$ cat src/rtl/mul_iter_unit.sv
// Iterative shift-add multiplier for MUL/MLA. Retires BITS_PER_CYCLE
// multiplier bits per RUN cycle and keeps the low 32 bits of the product.
// Handshake: i_start_w is taken in any state other than RUN; the unit then
// stalls the core while busy and reports the result with a one-cycle
// o_done_w pulse that carries the register-file write and N/Z strobes.
module mul_iter_unit #(
  parameter int BITS_PER_CYCLE = 1,
  parameter bit EARLY_TERM     = 1'b0
) (
  input  logic        i_clk_w,
  input  logic        i_rst_w,
  input  logic        i_start_w,
  input  logic        i_accumulate_w,
  input  logic        i_set_flags_w,
  input  logic [31:0] i_op_a_w,
  input  logic [31:0] i_op_b_w,
  input  logic [31:0] i_acc_w,
  input  logic [3:0]  i_dest_addr_w,
  output logic        o_busy_w,
  output logic        o_stall_w,
  output logic        o_done_w,
  output logic [31:0] o_result_w,
  output logic [3:0]  o_dest_addr_w,
  output logic        o_reg_write_w,
  output logic        o_flags_write_w,
  output logic        o_n_w,
  output logic        o_z_w
);

  localparam int          K     = BITS_PER_CYCLE;
  localparam int          STEPS = 32 / K;
  localparam logic [5:0]  LAST  = 6'(STEPS - 1);

  if (!(K == 1 || K == 2 || K == 4)) begin : g_bad_bits_per_cycle
    $error("mul_iter_unit: BITS_PER_CYCLE must be 1, 2 or 4");
  end

  typedef enum logic [1:0] {IDLE, RUN, DONE} state_t;

  state_t      state_q;
  logic [31:0] mcand_q;
  logic [31:0] mplier_q;
  logic [31:0] prod_q;
  logic [31:0] result_q;
  logic [5:0]  count_q;
  logic [3:0]  dest_q;
  logic        sflag_q;
  logic        n_q;
  logic        z_q;

  logic [31:0] partial;
  logic [31:0] prod_d;
  logic [31:0] mplier_d;
  logic        last_step;
  logic        accept;

  // Partial product for the low multiplier group and the RUN exit test.
  always_comb begin
    partial = '0;
    for (int i = 0; i < K; i++) begin
      if (mplier_q[i]) partial = partial + (mcand_q << i);
    end
    prod_d    = prod_q + partial;
    mplier_d  = mplier_q >> K;
    last_step = (count_q == LAST) || (EARLY_TERM && (mplier_d == '0));
  end

  assign accept = i_start_w && (state_q != RUN);

  // State machine and datapath; result/flags are captured on the last RUN step.
  always_ff @(posedge i_clk_w or posedge i_rst_w) begin
    if (i_rst_w) begin
      state_q  <= IDLE;
      mcand_q  <= '0;
      mplier_q <= '0;
      prod_q   <= '0;
      result_q <= '0;
      count_q  <= '0;
      dest_q   <= '0;
      sflag_q  <= 1'b0;
      n_q      <= 1'b0;
      z_q      <= 1'b0;
    end else begin
      case (state_q)
        RUN: begin
          prod_q   <= prod_d;
          mcand_q  <= mcand_q << K;
          mplier_q <= mplier_d;
          count_q  <= count_q + 6'd1;
          if (last_step) begin
            state_q  <= DONE;
            result_q <= prod_d;
            n_q      <= prod_d[31];
            z_q      <= (prod_d == '0);
          end
        end
        default: begin
          // IDLE and DONE both accept a new operation.
          if (accept) begin
            state_q  <= RUN;
            mcand_q  <= i_op_a_w;
            mplier_q <= i_op_b_w;
            prod_q   <= i_accumulate_w ? i_acc_w : 32'd0;
            dest_q   <= i_dest_addr_w;
            sflag_q  <= i_set_flags_w;
            count_q  <= '0;
          end else begin
            state_q  <= IDLE;
          end
        end
      endcase
    end
  end

  assign o_busy_w        = (state_q == RUN);
  assign o_stall_w       = (state_q == RUN) | (i_start_w & (state_q != RUN));
  assign o_done_w        = (state_q == DONE);
  assign o_result_w      = result_q;
  assign o_dest_addr_w   = dest_q;
  // R15 is never written by this unit.
  assign o_reg_write_w   = (state_q == DONE) && (dest_q != 4'd15);
  assign o_flags_write_w = (state_q == DONE) && sflag_q;
  assign o_n_w           = n_q;
  assign o_z_w           = z_q;

endmodule
$ cat config.mk
export PLATFORM = sky130hd
export DESIGN_NAME = mul_iter_unit
export DESIGN_NICKNAME = d
export VERILOG_FILES = /design/src/rtl/mul_iter_unit.sv
export SDC_FILE = /design/constraint.sdc
export NUM_CORES = 1
export LEC_CHECK = 0
export ABC_AREA = 1
export BUFFER_PORTS_ARGS = -buffer_cell sky130_fd_sc_hd__clkbuf_2
export CAP_MARGIN = 0
export CORE_ASPECT_RATIO = 1.1
export CORE_MARGIN = 5
export CORE_UTILIZATION = 45
export CTS_CLUSTER_DIAMETER = 30
export DETAILED_ROUTE_END_ITERATION = 6
export GPL_ROUTABILITY_DRIVEN = 0
export PLACE_DENSITY = 0.66
export SLEW_MARGIN = 40
export SYNTH_ARGS = -nofsm -noshare
export SYNTH_HDL_FRONTEND = slang
export SYNTH_SLANG_ARGS = --single-unit
$ cat constraint.sdc
create_clock -name i_clk_w -period 7.7 [get_ports i_clk_w]
set_input_delay 0.385 -clock i_clk_w [delete_from_list [all_inputs] [get_ports i_clk_w]]
set_output_delay 0.385 -clock i_clk_w [all_outputs]
set_load 0.005 [all_outputs]
-- Word-level counts from Yosys, hierarchy flattened
Cells that the tools add are included.
- bits in registers: 143
- bits of input ports: 105
- word-level logic and storage cells: 41
- output and inout port bits: 43
- add/sub/neg operators: 2
- eq/ne operators: 6
- mux-type cells: 13
- reduce and logical (&&, ||, !) cells: 7
- bitwise operators: 3
- operators by type and width (kind ; count):
    two-way mux 32 bit ; 8
    adder 32 bit ; 1
    zero test 32 bit ; 1
    two-way mux 6 bit ; 2
    adder 6 x 1 -> 6 bit (second input constant) ; 1
    == test 6 x 5 -> 1 bit (second input constant) ; 1
    two-way mux 2 bit ; 2
    inequality test 2 x 1 -> 1 bit (second input constant) ; 2
    inequality test 4 bit (second input constant) ; 1
    AND reduction 2 bit ; 2
    logical AND 1 bit ; 3
    == test 2 x 1 -> 1 bit (second input constant) ; 1
    == test 2 bit (second input constant) ; 1
    nonzero test 2 bit ; 1
    AND 1 bit ; 1
    two-way mux 1 bit ; 1
    inverter 1 bit ; 1
    bitwise OR 1 bit ; 1

-- Depth between registers and ports, before layout
Gate-level depths: netlist (run 1).
- depth after elaboration: 4
- mapped depth: 21
- depth with buffers taken out: 19

-- Least setup slack after synthesis (run 1)
No wires, ideal clock.
- path kind: reg-to-reg
- start point: reg mplier_q[0]
- end point: reg z_q (netlist: o_z_w)
- required time: 7.635 ns
- path buffers: 2
- clock period less this slack: 2.435 ns
- library setup time: 0.065 ns
- slack: 5.265 ns
- arrival: 2.371 ns
- stages on the path, launching flop included: 19
- cells stage by stage: dfrtp_1 clkbuf_1 clkbuf_1 nand2_1 inv_1 ha_1 fa_1 nand2_1 nand3_1 nand3_1 nand2_1 nand2_1 nand2_2 xor2_1 nor2_1 nand3_1 nor2_1 nand3_1 nand2_1
- cells in the longest elaborated chain, start to end: 3
- ends and longest elaborated chain (element ; RTL line ; text):
    start: declaration ; 42 ; logic [31:0] mplier_q;
    start signal: assignment ; 88 ; mplier_q <= mplier_d;
    start signal: assignment ; 102 ; mplier_q <= i_op_b_w;
    two-way mux 32 bit ; 61 ; if (mplier_q[i]) partial = partial + (mcand_q << i);
    adder 32 bit ; 63 ; prod_d = prod_q + partial;
    zero test 32 bit ; 94 ; z_q <= (prod_d == '0);
    end signal: assignment ; 94 ;
    end: declaration ; 49 ; logic z_q;
Every way passes these cells.
A chain may end at the register's enable or synchronous reset.

-- Worst setup path in the final report (run 1)
- start point: reg state_q[1]
- end point: reg prod_q[15]
- cells in the longest elaborated chain, start to end: 3
- elaborated cells between the ends (all ways): 5
- those cells by class: 2 x eq/ne; 1 x mux; 2 x reduce/logical
- ends and longest elaborated chain (element ; RTL line ; text):
    start: declaration ; 40 ; state_t state_q;
    start signal: assignment ; 73 ; state_q <= IDLE;
    start signal: assignment ; 91 ; state_q <= DONE;
    start signal: assignment ; 100 ; state_q <= RUN;
    inequality test 2 x 1 -> 1 bit ; 68 ; assign accept = i_start_w && (state_q != RUN);
    logical AND 1 bit ; 68 ;
    nonzero test 2 bit (no source line) ; - ;
    end signal: assignment ; 86 ; prod_q <= prod_d;
    end signal: assignment ; 103 ; prod_q <= i_accumulate_w ? i_acc_w : 32'd0;
    end: declaration ; 43 ; logic [31:0] prod_q;
Parallel ways exist; a longest one is shown, timed or not.

==> qor.yml, run 1 <==
status: "finished, final reports clean"
muxShareOfSynthArea: 0
max_freq_mhz: 308
postPlaceCellArea_um2: 9670
root_buffer: "clkbuf_16"
grt_setup_unrepaired: "false"
antenna_found_initial: 0
min_path_type: "input pin to asynchronous set/reset pin"
ant_nets: 0
postCtsSetupBuffers: 0
place_hpwl_mm: 18.3
fin_util: 0.540
synth_top_family_by_area: "simple AND/OR/NAND/NOR gates"
path_class: "flop to flop"
slew_headroom: 0.500
grt_max_degree: 95
grt_pass1_vias: 8315
crit_cells: 8
port_buffers: 147
netlist_area_um2: 8730
rr_worst_depth: 8
dieArea_um2: 22300
via_count: 8390
crit_family: "buffers and inverters"
viasPerCell: 5.02
timing.rr.end: "prod_q[15]"
clock_path_buffers: 2
core_area_um2: 19100
grt-ovfl-total: 0
drtIter0Drc: 662
clock-sinks: 142
crit_start: "state_q[1]"
cts_buffers: 17
synth_cell_types: 34
slowest_stage: "clkinv_2"
crit_path_start_kind: "flop"
finalSetupTns_ns: 0
post_route_cells_drive_above_1_share: 0.155
post-place-ws_ns: 4.60
synth_xor_xnor_area_share: 0.00702
avgSynthCellArea_um2: 6.81
remaining_drc_errors: 0
start_util: 0.457
final_area_um2: 10300
swShare: 0.410
cp_data_required_time_ns: 8.00
areaGrowthSynthToFinish_pct: 18.0
combinationalPowerShare: 0.412
hold_buffers: 0
slew_violations: 0
die_h_um: 156
synth_nets: 1420
irDropWorstVdd_uv: 202
ys_ff_latch: 142
max_slew.worst_pin.slew_ns: 0.749
grtUsageTotal: 0.229
cts_tree: "done"
worstPathArrival_ns: 3.55
r2r_slack_ns: 4.46
path_cells: "nor2_4, buf_4, clkinv_2, nand2_1, inv_2, nand2_1, inv_2, a221o_1"
die_w_um: 143
synth-adder-area-share: 0.0481
syn-instance-count: 1282
p_switching_w: 0.00152
setup_viol: 0
skew_ns: 0.0158
worstPathMaxFanout: 63
fillerInstances: 1945
worst_path_largest_cell_delay_ns: 0.80
intPower_w: 0.00218
rows: 53
drv_cap: 0
clock_latency_ns: 0.43
final-hold-violation-count: 0
wl_mm: 24.6
setup.worst_path.end_class: "flop"
post_cts_resized: 0
period_minus_slack_ns: 3.24
cts.clk_slew.worst_paths_ns: 0.06
synth-seq-area-share: 0.407
htree_levels: 4
synth_compound_area_frac: 0.0828
synth-warning-count: 0
dr.pass1.iters: 5
period_share: 0.421
timing.critical_path.to: "prod_q[15]"
final_nets: 1549
power.clock.fraction: 0.242
cellPowerDensity_nw_per_um2: 359
synth_simple_gate_area_frac: 0.353
boundaryPins: 148
leakagePower_nw: 5.78
setup_ws_ns: 4.46
wire_per_inst_um: 14.7
worst-path-buf-inv: 4
seq_power_share: 0.346
reg2reg_from: "state_q[1]"
grt_pass1_wl_mm: 41.1
antenna_cells: 0
layout make-up:
cell class / instances / area, µm² / share of cell area
clock inverter: 13 / 185 / 0.0180
clock buffer: 19 / 443 / 0.0430
timing repair buffer: 153 / 788 / 0.0765
multi-input combinational: 909 / 4310 / 0.418
sequential: 142 / 3550 / 0.345
tap: 247 / 309 / 0.0300
inverter: 188 / 714 / 0.0693
cell families (layout without fill, tap and decap cells):
family	after synthesis	in the layout
AOI/OAI and AO/OA	115	115
and+or+nand+nor	754	754
buffers and inverters	231	373
DFF	142	142
xor gates and xnor gates	7	7
adders and majority gates	33	33
layer usage:
metal,global-route usage,vias up,part of all wire
met5,0,-,0
met4,0.0733,0,0.023
met3,0.0558,33,0.065
met2,0.369,237,0.47
met1,0.303,3866,0.45
li1,-,4254,-
worst min path at each step:
stage,start,end,cells past startpoint
after floorplan,count_q[5],count_q[5],1
after global placement,o_result_w[5],o_result_w[5],2
after detailed placement,o_z_w,o_z_w,2
after CTS,i_rst_w,mcand_q[4],2
after global routing,i_rst_w,o_result_w[2],2
final,i_rst_w,mcand_q[4],2
synth_stat cells, drive strengths merged:
cell type | number | area, µm²
nor3 | 5 | 35.0
fa | 1 | 20.0
a221o | 1 | 10.0
nand2 | 569 | 2180
ha | 32 | 400
clkbuf | 37 | 149
and2 | 1 | 6.26
a41oi | 1 | 8.76
o21a | 1 | 7.51
o221ai | 6 | 52.6
a31oi | 4 | 25.0
a21oi | 21 | 105
inv | 188 | 706
nor2 | 69 | 277
dfrtp | 142 | 3550
o211ai | 36 | 270
nand3 | 97 | 495
buf | 6 | 33.8
o21ai | 38 | 190
nand4 | 7 | 43.8
a22o | 2 | 17.5
nand3b | 6 | 45.0
o22ai | 1 | 6.26
xor2 | 6 | 52.6
xnor2 | 1 | 8.76
o21bai | 4 | 30.0
power groups by stage:
| stage | combinational, W | sequential (W) | clock (W) |
|---|---|---|---|
| floorplan | 0.00111 | 0.00123 | 0 |
| global placement | 0.00148 | 0.00128 | 0 |
| detailed placement | 0.00153 | 0.00128 | 0 |
| CTS | 0.00153 | 0.00128 | 0.000906 |
| global route | 0.00174 | 0.00132 | 0.000945 |
| finish | 0.00152 | 0.00128 | 0.000897 |
worst reg2reg max path, delay by kind of cell, from the launching register on:
| kind | cells | cell delay [ns] |
|---|---|---|
| compound gates | 1 | 0.42 |
| buf+inv | 4 | 1.67 |
| flops | 1 | 0.41 |
| simple gates | 3 | 0.63 |
state kept, by name (all words and copies together), names as in the netlist:
signal,count
sflag_q,1
o_dest_addr_w,4
o_z_w,1
mcand_q,32
count_q,6
state_q,2
mplier_q,32
o_result_w,32
prod_q,32
per-stage QoR:
stage          cells  power, W  hold slack, ns
2_1_floorplan   1282   0.00234           0.458
3_3_place_gp    1638   0.00277           0.467
3_5_place_dp    1639   0.00281           0.472
4_1_cts         1671   0.00372          0.0917
5_1_grt         1671   0.00401           0.121
6_report        1671   0.00370          0.0251
cell usage in the layout, fill, tap and decap left out, types with 7 or more instances in the layout:
master     synthesis  final
inv_1            185    183
nand2_2           19     19
clkbuf_16          0     17
dfrtp_1          142    142
ha_1              32     32
o211ai_1          36     36
nand4_1            7      7
o21ai_0           38     38
a21oi_1           21     21
nand2_1          550    549
clkbuf_2           0    147
nand3_1           95     95
nor2_1            62     61
No activity file was read; power rests on OpenSTA's default activity.
==> run 2, diff against run 1 <==
==> constraint.sdc (replaced) <==
create_clock -name i_clk_w -period 3.35 [get_ports i_clk_w]
set_input_delay 0.1675 -clock i_clk_w [delete_from_list [all_inputs] [get_ports i_clk_w]]
set_output_delay 0.1675 -clock i_clk_w [all_outputs]
set_load 0.005 [all_outputs]
==> qor.yml, run 2 (synthesis gave the netlist of run 1 again) <==
htree_levels: 4  # unchanged
slew_violations: 0  # unchanged
wl_mm: 26.3  # was 24.6 mm
via_count: 8832  # was 8390
dr_wl_met3_mm: 1.61  # about the same
min_from: "i_acc_w[14]"
fillerInstances: 1796  # was 1945
cp_data_required_time_ns: 3.71  # was 8.00 ns
reg2reg_from: "mplier_q[0]"  # was state_q[1]
min_path_type: "input pin to flop"  # was input pin to asynchronous set/reset pin
postPlaceCellArea_um2: 9700  # was 9670 µm²
max_freq_mhz: 320  # was 308 MHz
slew_headroom: 0.552  # was 0.500
drv_cap: 0  # unchanged
clock-sinks: 142  # unchanged
antenna_found_initial: 0  # unchanged
setup_viol: 0  # unchanged
die_w_um: 143  # unchanged
final-hold-violation-count: 0  # unchanged
drtIter0Drc: 759  # was 662
path_class: "flop to flop"  # unchanged
remaining_drc_errors: 0  # unchanged
stdcell_count: 1774  # was 1671
final_nets: 1653  # was 1549
grt-ovfl-total: 0  # unchanged
final_common_cell: "nand2_1"  # unchanged
top_layer_used: "met4"  # unchanged
max_slew.worst_pin.slew_ns: 0.671  # was 0.749 ns
status: "finished, final reports clean"  # unchanged
grt_setup_unrepaired: "false"  # unchanged
hold_depth: 3
areaGrowthSynthToFinish_pct: 29.6  # was 18.0%
core_area_um2: 19100  # unchanged
r2r_slack_ns: 0.23  # was 4.46 ns
wl_met2_mm: 12.3  # was 11.5 mm
grtUsageTotal: 0.242  # was 0.229
clock_path_buffers: 2  # unchanged
wire_per_inst_um: 14.8  # was 14.7 µm
cts_buffers: 17  # unchanged
rr_worst_depth: 17  # was 8
place_hpwl_mm: 18.6  # was 18.3 mm
grt_max_degree: 143  # was 95
dpl.cell_count: 1643  # was 1639
grt_pass1_vias: 8918  # was 8315
period_minus_slack_ns: 3.12  # was 3.24 ns
viasPerCell: 4.98  # was 5.02
root_buffer: "clkbuf_16"  # unchanged
finalSetupTns_ns: 0  # unchanged
rows: 53  # unchanged
ant_nets: 0  # unchanged
worstPathMaxFanout: 19  # was 63
skew_ns: 0.0114  # was 0.0158 ns
die_h_um: 156  # unchanged
dr.pass1.iters: 5  # unchanged
worstHoldEndpoint: "prod_q[14]"
postCtsSetupBuffers: 0  # unchanged
irDropWorstVdd_uv: 444  # was 202 µV
final_area_um2: 11300  # was 10300 µm²
dieArea_um2: 22300  # unchanged
post_route_cells_drive_above_1_share: 0.147  # was 0.155
crit_path_start_kind: "flop"  # unchanged
antenna_cells: 0  # unchanged
boundaryPins: 148  # unchanged
layout_common_cells: "nand2_1 (549), inv_1 (184), clkbuf_2 (147), dfrtp_1 (142), dlygate4sd3_1 (99)"  # was nand2_1 (549), inv_1 (183), clkbuf_2 (147), dfrtp_1 (142), nand3_1 (95)
start_util: 0.457  # unchanged
crit_start: "mplier_q[0]"  # was state_q[1]
cts_tree: "done"  # unchanged
leakagePower_nw: 6.22  # was 5.78 nW
period_share: 0.932  # was 0.421
worstPathArrival_ns: 3.48  # was 3.55 ns
wl_met1_mm: 11.6  # was 11.0 mm
grt_pass1_wl_mm: 43.6  # was 41.1 mm
port_buffers: 147  # unchanged
fin_util: 0.593  # was 0.540
setup.worst_path.end_class: "flop"  # unchanged
clock_latency_ns: 0.42  # was 0.43 ns
timing.rr.end: "o_z_w"  # was prod_q[15]
cellPowerDensity_nw_per_um2: 757  # was 359 nW/µm²
cts.clk_slew.worst_paths_ns: 0.06  # about the same
==> run 2: cell types whose count changed in the layout (fill, tap and decap cells not counted) <==
cell,before,now
dlygate4sd3_1,0,99
buf_4,5,9
clkinv_4,2,4
buf_12,0,1
buf_16,0,1
buf_8,1,0
bufinv_16,4,3
clkbuf_1,1,0
clkinvlp_4,2,1
inv_1,183,184
inv_8,1,0
nand2_2,19,20
nand2_4,1,0
==> run 2: power breakdown <==
group	internal, W	switching, W	total, W
Clock	0.00119	0.000789	0.00198
Combinational	0.00139	0.00224	0.00363
Sequential	0.00245	0.000513	0.00296
==> run 2: layer usage <==
metal / track usage / vias up
met5: 0 / -
met3: 0.0475 / 57
met4: 0.0860 / 0
met2: 0.402 / 280
li1: - / 4469
met1: 0.316 / 4026
==> run 2: area by class of cell <==
cell class / instances / area [µm²] / area share
multi-input combinational: 909 / 4310 / 0.380
sequential: 142 / 3550 / 0.314
timing repair buffer: 257 / 1840 / 0.163
inverter: 188 / 709 / 0.0627
clock buffer: 18 / 439 / 0.0388
tap: 247 / 309 / 0.0273
clock inverter: 13 / 163 / 0.0144
==> run 2: worst max-delay path by stage <==
| stage | to | slack [ns] | cells past startpoint |
|---|---|---|---|
| final | o_z_w | 0.23 | 17 |
| after global routing | o_z_w | 0.02 | 17 |
| after CTS | o_z_w | 0.29 | 17 |
| after detailed placement | o_z_w | 0.32 | 17 |
| after global placement | o_z_w | 0.33 | 17 |
| after floorplan | o_z_w | 0.91 | 18 |
==> run 2: per-stage QoR <==
stage / hold WS [ns] / power (W) / setup WS, ns
global route: 0.0252 / 0.00927 / 0.0187
detailed placement: 0.369 / 0.00648 / 0.320
finish: 0.0100 / 0.00857 / 0.228
floorplan: 0.277 / 0.00537 / 0.915
global placement: 0.361 / 0.00640 / 0.331
CTS: 0.00500 / 0.00858 / 0.288
==> run 2: worst max-delay path, stage by stage (launching register included) <==
cell	delay, ns
dfrtp_1	0.74
buf_4	0.31
nand2_1	0.06
inv_1	0.10
ha_1	0.30
a21oi_1	0.25
nor2_1	0.09
nor2_1	0.14
nand2_1	0.06
a21oi_1	0.29
nand2_1	0.09
nand2_1	0.07
nand2_1	0.06
nor2_1	0.17
nand2_1	0.08
nor2_1	0.09
nand3_1	0.07
nand2_1	0.07
==> run 2: repair_timing <==
item / in CTS / in global routing
hold buffers: 98 / 1
resized for setup: 0 / 0
endpoints found under the hold margin: 98 / 43
